$ cat src/rtl/multicycle_controller.sv
// Multicycle sequencer for the 20-bit-instruction CPU: owns pc/ir and steps each
// instruction through FETCH, DECODE, EXEC, MEM and WB with registered control strobes.
module multicycle_controller (
    input  logic        clk,
    input  logic        rst_n,
    input  logic        start,
    input  logic [19:0] instr_in,
    input  logic        alu_zero,
    input  logic        mem_ack,
    output logic [19:0] pc,
    output logic [19:0] ir,
    output logic [2:0]  alu_op,
    output logic        alu_src,
    output logic        reg_dst,
    output logic        mem_to_reg,
    output logic        reg_write,
    output logic        mem_read,
    output logic        mem_write,
    output logic        busy,
    output logic        halted,
    output logic        illegal,
    output logic [2:0]  state
);

    typedef enum logic [2:0] {
        S_IDLE   = 3'd0,
        S_FETCH  = 3'd1,
        S_DECODE = 3'd2,
        S_EXEC   = 3'd3,
        S_MEM    = 3'd4,
        S_WB     = 3'd5,
        S_HALT   = 3'd6
    } state_t;

    typedef enum logic [3:0] {
        OP_R    = 4'd0,
        OP_ADDI = 4'd1,
        OP_LW   = 4'd2,
        OP_SW   = 4'd3,
        OP_BEQ  = 4'd4,
        OP_BNE  = 4'd5,
        OP_JMP  = 4'd6,
        OP_HALT = 4'd15
    } opcode_t;

    state_t      st;
    logic [3:0]  op_dec;
    logic [3:0]  op_exe;
    logic [19:0] pc_inc;
    logic [19:0] pc_branch;
    logic [19:0] pc_jump;
    logic        branch_taken;

    assign state = st;

    // {alu_op, alu_src} for an opcode; shared by EXEC entry and the MEM hold.
    function automatic logic [3:0] alu_ctrl(input logic [3:0] op);
        logic [3:0] c;
        c = 4'b0000;
        case (op)
            OP_R:                 c = {3'b010, 1'b0};
            OP_ADDI, OP_LW, OP_SW: c = {3'b000, 1'b1};
            OP_BEQ, OP_BNE:       c = {3'b001, 1'b0};
            default:              c = 4'b0000;
        endcase
        return c;
    endfunction

    always_comb begin
        op_dec       = instr_in[19:16];
        op_exe       = ir[19:16];
        pc_inc       = pc + 20'd1;
        pc_branch    = pc + 20'd1 + {{12{ir[7]}}, ir[7:0]};
        pc_jump      = {4'b0000, ir[15:0]};
        branch_taken = ((op_exe == OP_BEQ) && alu_zero) ||
                       ((op_exe == OP_BNE) && !alu_zero);
    end

    always_ff @(posedge clk) begin
        if (!rst_n) begin
            st         <= S_IDLE;
            pc         <= '0;
            ir         <= '0;
            alu_op     <= '0;
            alu_src    <= 1'b0;
            reg_dst    <= 1'b0;
            mem_to_reg <= 1'b0;
            reg_write  <= 1'b0;
            mem_read   <= 1'b0;
            mem_write  <= 1'b0;
            busy       <= 1'b0;
            halted     <= 1'b0;
            illegal    <= 1'b0;
        end else begin
            // Strobes default low each cycle; the transition below re-asserts
            // whatever the next state needs, so every output is registered.
            alu_op     <= '0;
            alu_src    <= 1'b0;
            reg_dst    <= 1'b0;
            mem_to_reg <= 1'b0;
            reg_write  <= 1'b0;
            mem_read   <= 1'b0;
            mem_write  <= 1'b0;

            case (st)
                S_IDLE: begin
                    if (start) begin
                        st   <= S_FETCH;
                        pc   <= '0;
                        busy <= 1'b1;
                    end
                end

                S_FETCH: begin
                    st <= S_DECODE;
                end

                S_DECODE: begin
                    ir <= instr_in;
                    if (op_dec == OP_HALT) begin
                        st     <= S_HALT;
                        busy   <= 1'b0;
                        halted <= 1'b1;
                    end else if (op_dec > OP_JMP) begin
                        st      <= S_HALT;
                        busy    <= 1'b0;
                        halted  <= 1'b1;
                        illegal <= 1'b1;
                    end else begin
                        st                <= S_EXEC;
                        {alu_op, alu_src} <= alu_ctrl(op_dec);
                    end
                end

                S_EXEC: begin
                    case (op_exe)
                        OP_LW: begin
                            st                <= S_MEM;
                            mem_read          <= 1'b1;
                            {alu_op, alu_src} <= alu_ctrl(op_exe);
                        end
                        OP_SW: begin
                            st                <= S_MEM;
                            mem_write         <= 1'b1;
                            {alu_op, alu_src} <= alu_ctrl(op_exe);
                        end
                        OP_R, OP_ADDI: begin
                            st        <= S_WB;
                            reg_write <= 1'b1;
                            reg_dst   <= (op_exe == OP_R);
                        end
                        OP_BEQ, OP_BNE: begin
                            st <= S_FETCH;
                            pc <= branch_taken ? pc_branch : pc_inc;
                        end
                        OP_JMP: begin
                            st <= S_FETCH;
                            pc <= pc_jump;
                        end
                        default: begin
                            st <= S_FETCH;
                            pc <= pc_inc;
                        end
                    endcase
                end

                S_MEM: begin
                    if (mem_ack) begin
                        if (op_exe == OP_LW) begin
                            st         <= S_WB;
                            reg_write  <= 1'b1;
                            mem_to_reg <= 1'b1;
                        end else begin
                            st <= S_FETCH;
                            pc <= pc_inc;
                        end
                    end else begin
                        mem_read          <= (op_exe == OP_LW);
                        mem_write         <= (op_exe == OP_SW);
                        {alu_op, alu_src} <= alu_ctrl(op_exe);
                    end
                end

                S_WB: begin
                    st <= S_FETCH;
                    pc <= pc_inc;
                end

                S_HALT: begin
                    if (start) begin
                        st      <= S_FETCH;
                        pc      <= '0;
                        illegal <= 1'b0;
                        busy    <= 1'b1;
                        halted  <= 1'b0;
                    end
                end

                default: begin
                    st     <= S_IDLE;
                    busy   <= 1'b0;
                    halted <= 1'b0;
                end
            endcase
        end
    end

endmodule

$ cat config.mk
export PLATFORM = sky130hd
export DESIGN_NAME = multicycle_controller
export DESIGN_NICKNAME = d
export VERILOG_FILES = /design/src/rtl/multicycle_controller.sv
export SDC_FILE = /design/constraint.sdc
export NUM_CORES = 1
export LEC_CHECK = 0
export ABC_AREA = 0
export CAP_MARGIN = 0
export CORE_UTILIZATION = 52
export DETAILED_ROUTE_END_ITERATION = 10
export MAX_ROUTING_LAYER = met4
export PLACE_DENSITY = 0.92
export SLEW_MARGIN = 20
export SYNTH_ARGS = -nofsm -noshare
export SYNTH_HDL_FRONTEND = slang
export SYNTH_SLANG_ARGS = --single-unit
$ cat constraint.sdc
create_clock -name clk -period 3.7 [get_ports clk]
set_input_delay 0.74 -clock clk [delete_from_list [all_inputs] [get_ports clk]]
set_output_delay 0.74 -clock clk [all_outputs]
set_load 0.005 [all_outputs]
# == After elaboration in Yosys (flattened, before gate mapping) ==
# Cells that the tools add are included.
# word_totals
ff_bits,55
latch_bits,0
mem_bits_rw,0
rom_bits,0
output_inout_bits,55
word_cells,114
mem_count,0
# classes
n_addsub,2
mul,0
div_mod_pow,0
n_lt_le_gt_ge,1
n_eq_ne,26
n_shift,0
mux,44
n_bitwise,2
reduce_logical,26
# op_table
op,n
20-bit two-way mux,4
20-bit one-hot mux with 4 select lines,1
20-bit one-hot mux with 3 select lines,1
3-bit one-hot mux with 3 select lines,3
20-bit by 1-bit adder with 20-bit output (second input constant),1
20-bit adder,1
4-bit by 3-bit equality test with 1-bit output (second input constant),5
3-bit two-way mux,6
3-bit one-hot mux with 6 select lines,1
1-bit two-way mux,17
4-bit by 2-bit equality test with 1-bit output (second input constant),4
2-bit != test (second input constant),6
2-bit OR reduction,5
3-bit equality test (second input constant),3
1-bit one-hot mux with 3 select lines,3
3-bit AND reduction,3
4-bit by 1-bit equality test with 1-bit output (second input constant),2
4-bit logical NOT,2
1-bit one-hot mux with 2 select lines,4
4-bit OR reduction,2
3-bit by 2-bit equality test with 1-bit output (second input constant),2
2-bit two-way mux,3
3-bit one-hot mux with 2 select lines,1
3-bit OR reduction,2
other kinds (16),19

# == Depth between registers and ports, before layout ==
# Gate-level depths: netlist of run 1.
# logic_depth
ltp_word,6
depth_mapped,15
depth_no_buf,14

# == Least setup slack after synthesis of run 1 ==
# Ideal clock, no wire load.
# synth_path
kind,register to register
start,register pc[2]
end,register pc[19]
setup_time_ps,128
t_arrival_ps,2977
required_time_ps,3572
slack_ps,595
path_stages_with_launch,16
period_less_slack_ps,3105
cell_sequence,dfxtp_1 > buf_2 > and4_1 > nand4_1 > nor2_1 > xor2_1 > ha_1 > clkbuf_1 > and4_1 > nand2b_1 > o211ai_1 > a21o_1 > a221oi_1 > mux2i_1 > o21bai_1 > o211ai_1
# synth_between
elab_chain_len,5
elab_cells_between_ends,7
cone_classes,add/sub: 2; mux: 5
# synth_rtl
item,line_no,rtl
start: declaration,10,"output logic [19:0] pc,"
start signal: assignment,154,pc <= branch_taken ? pc_branch : pc_inc;
start signal: assignment,158,pc <= pc_jump;
start signal: assignment,162,pc <= pc_inc;
20-bit by 1-bit adder with 20-bit output *,"72, 73",
20-bit adder,73,"pc_branch = pc + 20'd1 + {{12{ir[7]}}, ir[7:0]};"
20-bit two-way mux,154,
20-bit one-hot mux with 3 select lines,136,case (op_exe)
20-bit one-hot mux with 4 select lines *,105,case (st)
# Mark *: on every way between the ends. The rest lies on a longest branch, timed or not. The select of a mux whose other input is x is not followed.
# A chain may end at the register's enable or synchronous reset.

# == Worst setup path in the final report of run 1 ==
# Same ends and word-level chain as after synthesis.

==> results of run 1 <==
placed cells by master (no fill, tap or decap), types with 9 or more instances in the layout:
cell	n
a221oi_1	12
a211oi_1	11
o21ai_0	37
dfxtp_1	52
nor2_1	59
clkdlybuf4s50_1	78
xnor2_1	11
nor3_1	9
buf_4	14
a21oi_1	52
and3_1	9
nand2_1	80
nand3_1	14
xor2_1	13
inv_1	10
ha_1	20
worst paths after layout:
kind              endpoint   from
hold reg to reg      ir[9]  ir[9]
hold / removal       ir[9]  ir[9]
setup reg to reg    pc[19]  pc[2]
setup / recovery    pc[19]  pc[2]
routing by layer:
| layer | global-route usage | vias up | wire [um] |
|---|---|---|---|
| met2 | 0.538 | 292 | 5590 |
| met5 | - | - | 0 |
| met4 | 0.113 | 0 | 314 |
| met3 | 0.0504 | 40 | 1200 |
| li1 | - | 2077 | - |
| met1 | 0.398 | 1998 | 4850 |
kinds of logic (layout without fill, tap and decap cells):
family,after synthesis,count (layout)
fa+ha+maj,22,22
xor+xnor,24,24
simple gates,222,222
flops,54,54
mux,4,4
compound gates,167,167
other cells,1,1
buf+inv,43,110
cell usage after synthesis (5+ instances only):
| cell type | instances | area [um2] |
|---|---|---|
| nor3_1 | 9 | 45.0 |
| nand2_1 | 80 | 300 |
| nand4_1 | 6 | 37.5 |
| ha_1 | 21 | 263 |
| nor2_1 | 59 | 221 |
| a21oi_1 | 52 | 260 |
| a21o_1 | 8 | 60.1 |
| xnor2_1 | 11 | 96.3 |
| o21ai_0 | 37 | 185 |
| and3_1 | 9 | 56.3 |
| xor2_1 | 13 | 114 |
| nand2b_1 | 7 | 43.8 |
| a31oi_1 | 5 | 31.3 |
| o211ai_1 | 5 | 37.5 |
| buf_2 | 5 | 25.0 |
| and4_1 | 5 | 43.8 |
| nand3_1 | 14 | 70.1 |
| a211oi_1 | 11 | 82.6 |
| clkbuf_1 | 26 | 97.6 |
| inv_1 | 10 | 37.5 |
| a221oi_1 | 12 | 105 |
| dfxtp_1 | 54 | 1080 |
| nor2b_1 | 7 | 43.8 |
| or3_1 | 5 | 31.3 |
| o21a_1 | 6 | 45.0 |
report_power, final:
group          switching (mW)  internal [mW]  leakage (nW)
combinational           0.542          0.457          1.38
sequential              0.139          0.666         0.441
clock                   0.197          0.130        0.0362
worst reg2reg max path: stages (launching register included):
cell and delay, ns:
dfxtp_1 0.51, and4_1 0.30, nand2_1 0.08, or2_2 0.33
nor2_1 0.14, xor2_1 0.22, ha_1 0.34, and4_1 0.22
nand2b_1 0.09, o211ai_1 0.10, a21o_1 0.19, a221oi_1 0.32
mux2i_1 0.27, o21bai_1 0.14, o211ai_1 0.10
layout make-up:
type | count | area, um2
clock buffers | 5 | 68.8
clock inverters | 2 | 15.0
well taps | 99 | 124
flip-flops and latches | 54 | 1080
inverters | 11 | 41.3
repair buffers | 92 | 886
fillers | 605 | 2360
multi-input cells | 440 | 2670
timing repair:
item,CTS,global route
setup endpoints to repair,0,1
resized for setup,0,3
hold endpoints to repair,0,0
hold buffers,0,0
setup buffers,0,0
stage by stage:
step            util  hold WS [ns]  power, mW
3_3_place_gp   0.662         0.478       1.74
5_1_grt        0.674         0.529       2.26
6_report       0.674         0.494       2.13
4_1_cts        0.674         0.496       2.10
3_5_place_dp   0.662         0.481       1.78
2_1_floorplan      -         0.465       1.39
==> flow_summary_export.csv, run 1 <==
group,metric,value,unit
setup_path,cp_cell_sequence,"and4_1 > nand2_1 > or2_2 > nor2_1 > xor2_1 > ha_1 > and4_1 > nand2b_1 > o211ai_1 > a21o_1 > a221oi_1 > mux2i_1 > o21bai_1 > o211ai_1",
timing,setup_tns,0,ns
routing,vias_per_cell,6.27,
setup_path,ff2ff_path_depth,14,
logic_synthesis,yosys_most_used_dff,"dfxtp_1",
placed_design,portBuffers,78,
placed_design,routabilityCongestion,0.951,
timing,min_period,3.47,ns
clock_tree,cts_buffers,5,
routing,vias,4407,
routing,wl_per_cell,17.0,um
layout,final_design_area_no_fill,0.00489,mm2
placed_design,place_inst,696,
logic_synthesis,seq_area_frac_synth,0.276,
global_route,first_global_vias,4104,
power,ir_worst_vdd,0.320,mV
logic_synthesis,async_flop_share,0,
routing,drcViolationCount,0,
timing,clock_skew,0.00771,ns
global_route,grt_max_degree,28,
power,power_density,436,mW/mm2
clock_tree,h-tree-depth,2,
logic_synthesis,synth_top_family_by_area,"compound AO/OA/AOI/OAI gates",
clock_tree,clockRootBuffer,"clkbuf_8",
logic_synthesis,syn_area,0.00392,mm2
setup_path,crit_type,"register to register",
logic_synthesis,synth_edf_count,0,
layout,drive_gt1_frac,0.0596,
power,p_leak,1.86,nW
global_route,antenna_found_initial,0,
clock_tree,cts_buffer_depth,2,
clock_tree,cts.clk_slew.worst_paths,0.10,ns
die,io_pins,80,
global_route,grt_pass1_wl,19100,um
die,dieArea,0.00789,mm2
logic_synthesis,synthMuxAreaShare,0.0105,
logic_synthesis,synth_warnings,0,
routing,drt-total-wl,11900,um
timing,max-slew-margin-rel,0.402,
timing,worst_slew_pin_slew,0.897,ns
layout,syn2layout_area_growth,24.7,%
die,start_util,0.541,
setup_path,start_kind,"register",
logic_synthesis,synthSimpleGateAreaFrac,0.266,
placed_design,dp_hpwl,9000,um
logic_synthesis,synth-compound-area-share,0.277,
die,core-area,0.00725,mm2
layout,nets,651,
placed_design,pre_cts_ws,0.294,ns
timing,rsz0062_at_grt,"no",
setup_path,critical-path-max-stage-delay,0.51,ns
routing,drt-initial-drc-count,355,
routing,drtAntennaViolNets,0,
logic_synthesis,synth_fa_ha_area_frac,0.0721,
routing,dr.pass1.iters,5,
setup_path,critPathCaptureType,"register",
timing,finalMaxSlewViolations,0,
setup_path,rrSetupSlack,0.23,ns
clock_tree,numClockSinks,54,
logic_synthesis,syn_area_per_cell,7.30,um2
logic_synthesis,yosys.area_share.xor_xnor,0.0536,
timing,fin_crit_sh,0.937,
die,die_w,88.9,um
layout,final_cells,703,
placed_design,placed_area,0.00480,mm2
timing,finalSetupViolCount,0,
logic_synthesis,synth.net_count,584,
timing,hold_viol_final,0,
flow_run,maxCapViolations,0,
layout,diodes,0,
global_route,grt_overflow,0,
timing,finalWorstSetupSlack,0.233,ns
setup_path,path_buf_inv,0,
logic_synthesis,ys_seq_elements,54,
setup_path,crit_slowest_cell,"dfxtp_1",
setup_path,cp.arrival,3.66,ns
logic_synthesis,synth_cell_types,61,
timing,clock.fmax,288,MHz
setup_path,worstPathRequired,3.89,ns
die,die_height,88.9,um
setup_path,cp.depth,14,
clock_tree,clock_latency,0.31,ns
die,core.rowCount,31,
clock_tree,cts_tree,"built",
worst_hold_path,holdPathStages,2,
setup_path,cp_top_family,"simple AND/OR/NAND/NOR gates",
setup_path,worstPathMaxFanout,9,
global_route,track_usage,0.324,
logic_synthesis,synth_cells,537,
run_status,outcome,"finished, final reports clean",
worst_hold_path,hold_path.class,"register to register",
No activity file was read; power rests on OpenSTA's default activity.
==> run 2, diff against run 1 <==
--- a/config.mk
+++ b/config.mk
@@ -7,6 +7,7 @@
 export LEC_CHECK = 0
 export ABC_AREA = 0
 export CAP_MARGIN = 0
+export CORE_MARGIN = 3
 export CORE_UTILIZATION = 52
 export DETAILED_ROUTE_END_ITERATION = 10
 export MAX_ROUTING_LAYER = met4
@@ -15,3 +16,4 @@
 export SYNTH_ARGS = -nofsm -noshare
 export SYNTH_HDL_FRONTEND = slang
 export SYNTH_SLANG_ARGS = --single-unit
+export TNS_END_PERCENT = 10
==> run 2 against run 1 <==
Global-route usage shrank 2.8 points. Critical path depth decreased by 1. Cell count decreased by 0.14%. Register-to-register slack improved by 0.03 ns. First-iteration DRC count up 18%. Via count grew 0.16%. Sequential power is 1% higher. Sequential cell count did not move. Die area up 9.2%. Worst hold slack is essentially flat. Critical path type unchanged.
==> flow_summary_export.csv, run 2 (synthesized netlist as in run 1, its figures left out) <==
group,metric,value,unit
global_route,track_usage,0.296,
die,die_height,92.9,um
timing,hold_viol_final,0,
clock_tree,postCtsSetupRepairBufs,0,
die,io_pins,80,
routing,vias_per_cell,6.29,
setup_path,cp_cell_sequence,"ha_1 > and3_1 > nand3_1 > xnor2_2 > ha_1 > and4_1 > nand2b_1 > o211ai_1 > a21o_1 > a221oi_1 > mux2i_1 > o21bai_1 > o211ai_1",
die,core.rowCount,31,
placed_design,placed_area,0.00479,mm2
timing,fin_crit_sh,0.928,
clock_tree,h-tree-depth,2,
clock_tree,cts.clk_slew.worst_paths,0.11,ns
setup_path,worstPathMaxFanout,6,
setup_path,critical-path-max-stage-delay,0.48,ns
setup_path,critPathCaptureType,"register",
power,power_density,455,mW/mm2
routing,drt-total-wl,12700,um
worst_hold_path,hold_path.class,"register to register",
setup_path,crit_type,"register to register",
layout,diodes,0,
placed_design,portBuffers,78,
timing,rsz0062_at_grt,"no",
timing,max-slew-margin-rel,0.442,
clock_tree,cts_buffers,5,
setup_path,crit_slowest_cell,"dfxtp_1",
timing,finalSetupViolCount,0,
setup_path,path_buf_inv,0,
routing,drtAntennaViolNets,0,
clock_tree,numClockSinks,54,
timing,clock_skew,0.00981,ns
global_route,grt_max_degree,19,
placed_design,dp_hpwl,9550,um
clock_tree,cts_buffer_depth,2,
layout,syn2layout_area_growth,25.3,%
clock_tree,clock_latency,0.32,ns
power,ir_worst_vdd,0.259,mV
routing,dr.pass1.iters,6,
routing,wl_per_cell,18.0,um
global_route,grt_pass1_wl,20200,um
routing,drcViolationCount,0,
timing,finalMaxSlewViolations,0,
layout,final_design_area_no_fill,0.00492,mm2
global_route,first_global_vias,4214,
layout,nets,649,
flow_run,maxCapViolations,0,
die,dieArea,0.00862,mm2
clock_tree,clockRootBuffer,"clkbuf_8",
setup_path,start_kind,"register",
layout,fillers,644,
power,power,2.24,mW
timing,worst_slew_pin_slew,0.831,ns
power,switching_share,0.408,
global_route,grt_overflow,0,
placed_design,routabilityCongestion,0.949,
setup_path,worstPathRequired,3.90,ns
routing,vias,4414,
power,p_sw,0.914,mW
timing,setup_tns,0,ns
die,core-area,0.00729,mm2
power,p_seq_frac,0.364,
clock_tree,cts_tree,"built",
setup_path,cp_top_family,"compound AO/OA/AOI/OAI gates",
timing,clock.fmax,291,MHz
die,start_util,0.538,
layout,drive_gt1_frac,0.0614,
die,die_w,92.9,um
power,p_clk_frac,0.189,
power,comb_power_share,0.447,
layout,final_common_cell,"nand2_1",
run_status,outcome,"finished, final reports clean",
global_route,antenna_found_initial,0,
power,internal_power,1.33,mW
layout,final_cell_mix,"80 x nand2_1, 78 x clkdlybuf4s50_1, 59 x nor2_1, 52 x a21oi_1, 50 x dfxtp_1",
setup_path,cp.arrival,3.64,ns
routing,drt-initial-drc-count,420,
power,p_leak,1.88,nW
timing,min_period,3.43,ns
run 2: cell types whose count changed in the layout (fill, tap and decap cells not counted), sizes merged:
cell	before	now
buf	14	12
bufinv	0	1
clkinv	1	2
clkinvlp	2	0
inv	10	11
run 2: final timing paths:
| check | endpoint | startpoint | slack (ns) | depth (start not counted) |
|---|---|---|---|---|
| setup reg to reg | pc[19] | pc[1] | 0.27 | 13 |
| setup / recovery | pc[19] | pc[1] | 0.27 | 13 |
| hold reg to reg | ir[9] | ir[9] | 0.49 | 2 |
| hold / removal | ir[9] | ir[9] | 0.49 | 2 |
run 2: per-layer routing:
layer,track usage,routed length (um),share of wire
met2,0.497,6040,0.48
met5,-,0,0
met1,0.353,4980,0.39
met4,0.117,399,0.031
met3,0.0471,1250,0.099
run 2: through the flow:
step / hold WS, ns / util / setup slack [ns] / cells
floorplan: 0.465 / - / 0.595 / 537
global placement: 0.468 / 0.656 / 0.456 / 694
detailed placement: 0.475 / 0.656 / 0.290 / 694
CTS: 0.491 / 0.672 / 0.248 / 702
global route: 0.505 / 0.674 / 0.00723 / 702
finish: 0.494 / 0.674 / 0.265 / 702
run 2: what timing repair did:
item                                    4_1_cts  5_1_grt
hold buffers                                  0        0
gates resized for setup                       0        5
endpoints found under the setup margin        0        1
run 2: power groups by stage:
stage	registers (mW)	clock network, mW	logic (mW)
5_1_grt	0.829	0.447	1.09
3_3_place_gp	0.809	0	0.928
3_5_place_dp	0.816	0	0.970
4_1_cts	0.804	0.427	0.978
6_report	0.815	0.423	1.00
2_1_floorplan	0.771	0	0.617
run 2: layout make-up:
class | count | area, um2 | share of cell area
multi-input combinational | 440 | 2680 | 0.545
sequential | 54 | 1090 | 0.221
timing repair buffer | 90 | 871 | 0.177
tap | 99 | 124 | 0.0252
clock buffer | 5 | 68.8 | 0.0140
clock inverter | 3 | 47.5 | 0.00967
inverter | 11 | 41.3 | 0.00840
run 2: worst min-delay path: cells and delay by family, from the launching register on:
family / cells / cell delay (ns)
DFF: 1 / 0.35
and+or+nand+nor: 1 / 0.06
AOI/OAI and AO/OA: 1 / 0.05
==> run 3, diff against run 2 <==
--- a/config.mk
+++ b/config.mk
@@ -8,10 +8,11 @@
 export ABC_AREA = 0
 export CAP_MARGIN = 0
 export CORE_MARGIN = 3
-export CORE_UTILIZATION = 52
+export CORE_UTILIZATION = 60
 export DETAILED_ROUTE_END_ITERATION = 10
+export DONT_BUFFER_PORTS = 1
 export MAX_ROUTING_LAYER = met4
-export PLACE_DENSITY = 0.92
+export PLACE_DENSITY = 0.87
 export SLEW_MARGIN = 20
 export SYNTH_ARGS = -nofsm -noshare
 export SYNTH_HDL_FRONTEND = slang
==> run 3 against run 2 <==
Clock skew is essentially flat. Wire length shrank 7.1%. Worst hold slack gained 0.028 ns. Combinational power shrank 19%. Non-clock buffer count shrank 73. Sequential power grew 0.9%. Die area shrank 12%. Cell count shrank 14%. Clock power grew 1%. Maximum frequency shrank 1.2%. Count of clock-buffer cells in the layout is the same. Register-to-register slack lost 0.04 ns. Critical path type unchanged. Critical endpoint unchanged. Largest cell class unchanged.
==> flow_summary_export.csv, run 3 (synthesized netlist as in run 1, its figures left out) <==
group,metric,value,unit
setup_path,worstPathMaxFanout,6,
layout,syn2layout_area_growth,5.36,%
timing,min_period,3.48,ns
placed_design,routabilityCongestion,1.01,
clock_tree,hold_buffers,0,
clock_tree,h-tree-depth,2,
die,die_w,86.9,um
power,internal_power,1.19,mW
routing,drt-initial-drc-count,475,
power,p_sw,0.879,mW
power,p_leak,1.62,nW
timing,rsz0062_at_grt,"no",
routing,drt-total-wl,11800,um
timing,finalMaxSlewViolations,0,
clock_tree,cts.clk_slew.worst_paths,0.11,ns
power,switching_share,0.426,
routing,drcViolationCount,0,
power,ir_worst_vdd,0.304,mV
worst_hold_path,hold_path.class,"register to register",
clock_tree,cts_buffer_depth,2,
placed_design,placed_area,0.00401,mm2
global_route,antenna_found_initial,0,
timing,clock.fmax,288,MHz
flow_run,maxCapViolations,0,
die,die_height,86.9,um
power,power_density,500,mW/mm2
die,core.rowCount,28,
timing,fin_hold_ws,0.522,ns
clock_tree,clock_latency,0.32,ns
timing,finalSetupViolCount,0,
placed_design,portBuffers,0,
global_route,grt_overflow,0,
placed_design,pre_cts_ws,0.291,ns
routing,vias_per_cell,6.90,
power,p_seq_frac,0.398,
timing,finalWorstSetupSlack,0.223,ns
clock_tree,cts_buffers,5,
power,comb_power_share,0.394,
die,start_util,0.640,
timing,setup_tns,0,ns
global_route,grt_max_degree,36,
layout,drive_gt1_frac,0.0736,
clock_tree,clockRootBuffer,"clkbuf_8",
layout,diodes,0,
timing,fin_crit_sh,0.940,
layout,fillers,512,
routing,wl_per_cell,19.4,um
layout,final_design_area_no_fill,0.00413,mm2
clock_tree,postCtsSetupRepairBufs,0,
layout,final_common_cell,"nand2_1",
power,p_clk_frac,0.208,
setup_path,crit_type,"register to register",
layout,final_cell_mix,"80 x nand2_1, 59 x nor2_1, 52 x a21oi_1, 52 x dfxtp_1, 37 x o21ai_0",
routing,dr.pass1.iters,5,
timing,clock_skew,0.0102,ns
routing,drtAntennaViolNets,0,
clock_tree,cts_tree,"built",
timing,worst_slew_pin_slew,0.809,ns
layout,multi_input_area,0.00267,mm2
placed_design,dp_hpwl,8580,um
die,io_pins,80,
global_route,grt_pass1_wl,19000,um
setup_path,critPathCaptureType,"register",
clock_tree,cts_resized,0,
setup_path,cp.arrival,3.66,ns
global_route,track_usage,0.324,
die,dieArea,0.00754,mm2
setup_path,worstPathRequired,3.89,ns
layout,nets,576,
global_route,first_global_vias,3946,
routing,vias,4175,
layout,register_area,0.00108,mm2
timing,max-slew-margin-rel,0.457,
run_status,outcome,"finished, final reports clean",
die,core-area,0.00613,mm2
timing,hold_viol_final,0,
clock_tree,numClockSinks,54,
setup_path,start_kind,"register",
[run 3: layer usage]
metal,up-vias,part of all wire,wire length (um),global-route usage
met5,-,0,0,-
li1,1924,-,-,-
met1,1910,0.38,4440,0.394
met2,294,0.47,5540,0.515
met4,0,0.025,298,0.110
met3,47,0.13,1490,0.0927
[run 3: final timing paths]
kind / from / end / slack [ns] / cells past startpoint
setup reg to reg: pc[1] / pc[19] / 0.22 / 13
hold / removal: ir[12] / ir[12] / 0.52 / 2
hold reg to reg: ir[12] / ir[12] / 0.52 / 2
setup / recovery: pc[1] / pc[19] / 0.22 / 13
[run 3: per-stage QoR]
step | instances | power (mW) | util
6_report | 605 | 2.07 | 0.674
3_5_place_dp | 597 | 1.61 | 0.655
4_1_cts | 605 | 2.04 | 0.674
2_1_floorplan | 537 | 1.39 | -
5_1_grt | 605 | 2.19 | 0.674
3_3_place_gp | 597 | 1.57 | 0.655
[run 3: power groups by stage]
| stage | clock network (mW) | logic, mW | registers [mW] |
|---|---|---|---|
| floorplan | 0 | 0.617 | 0.771 |
| global placement | 0 | 0.751 | 0.823 |
| detailed placement | 0 | 0.786 | 0.828 |
| CTS | 0.428 | 0.794 | 0.815 |
| global route | 0.459 | 0.897 | 0.836 |
| finish | 0.429 | 0.814 | 0.822 |
[run 3: area by class of cell]
| class | count | area share |
|---|---|---|
| sequential | 54 | 0.262 |
| clock inverter | 3 | 0.0115 |
| multi-input combinational | 440 | 0.646 |
| tap | 75 | 0.0227 |
| timing repair buffer | 17 | 0.0309 |
| inverter | 11 | 0.00999 |
| clock buffer | 5 | 0.0167 |
[run 3: worst max-delay path: stages (launching register included)]
cell and delay [ns]:
dfxtp_1 0.50, ha_1 0.34, and3_1 0.32, nand3_1 0.13
xnor2_1 0.27, ha_1 0.33, and4_1 0.25, nand2b_1 0.08
o211ai_1 0.11, a21o_1 0.20, a221oi_1 0.32, mux2i_1 0.25
o21bai_1 0.13, o211ai_1 0.10
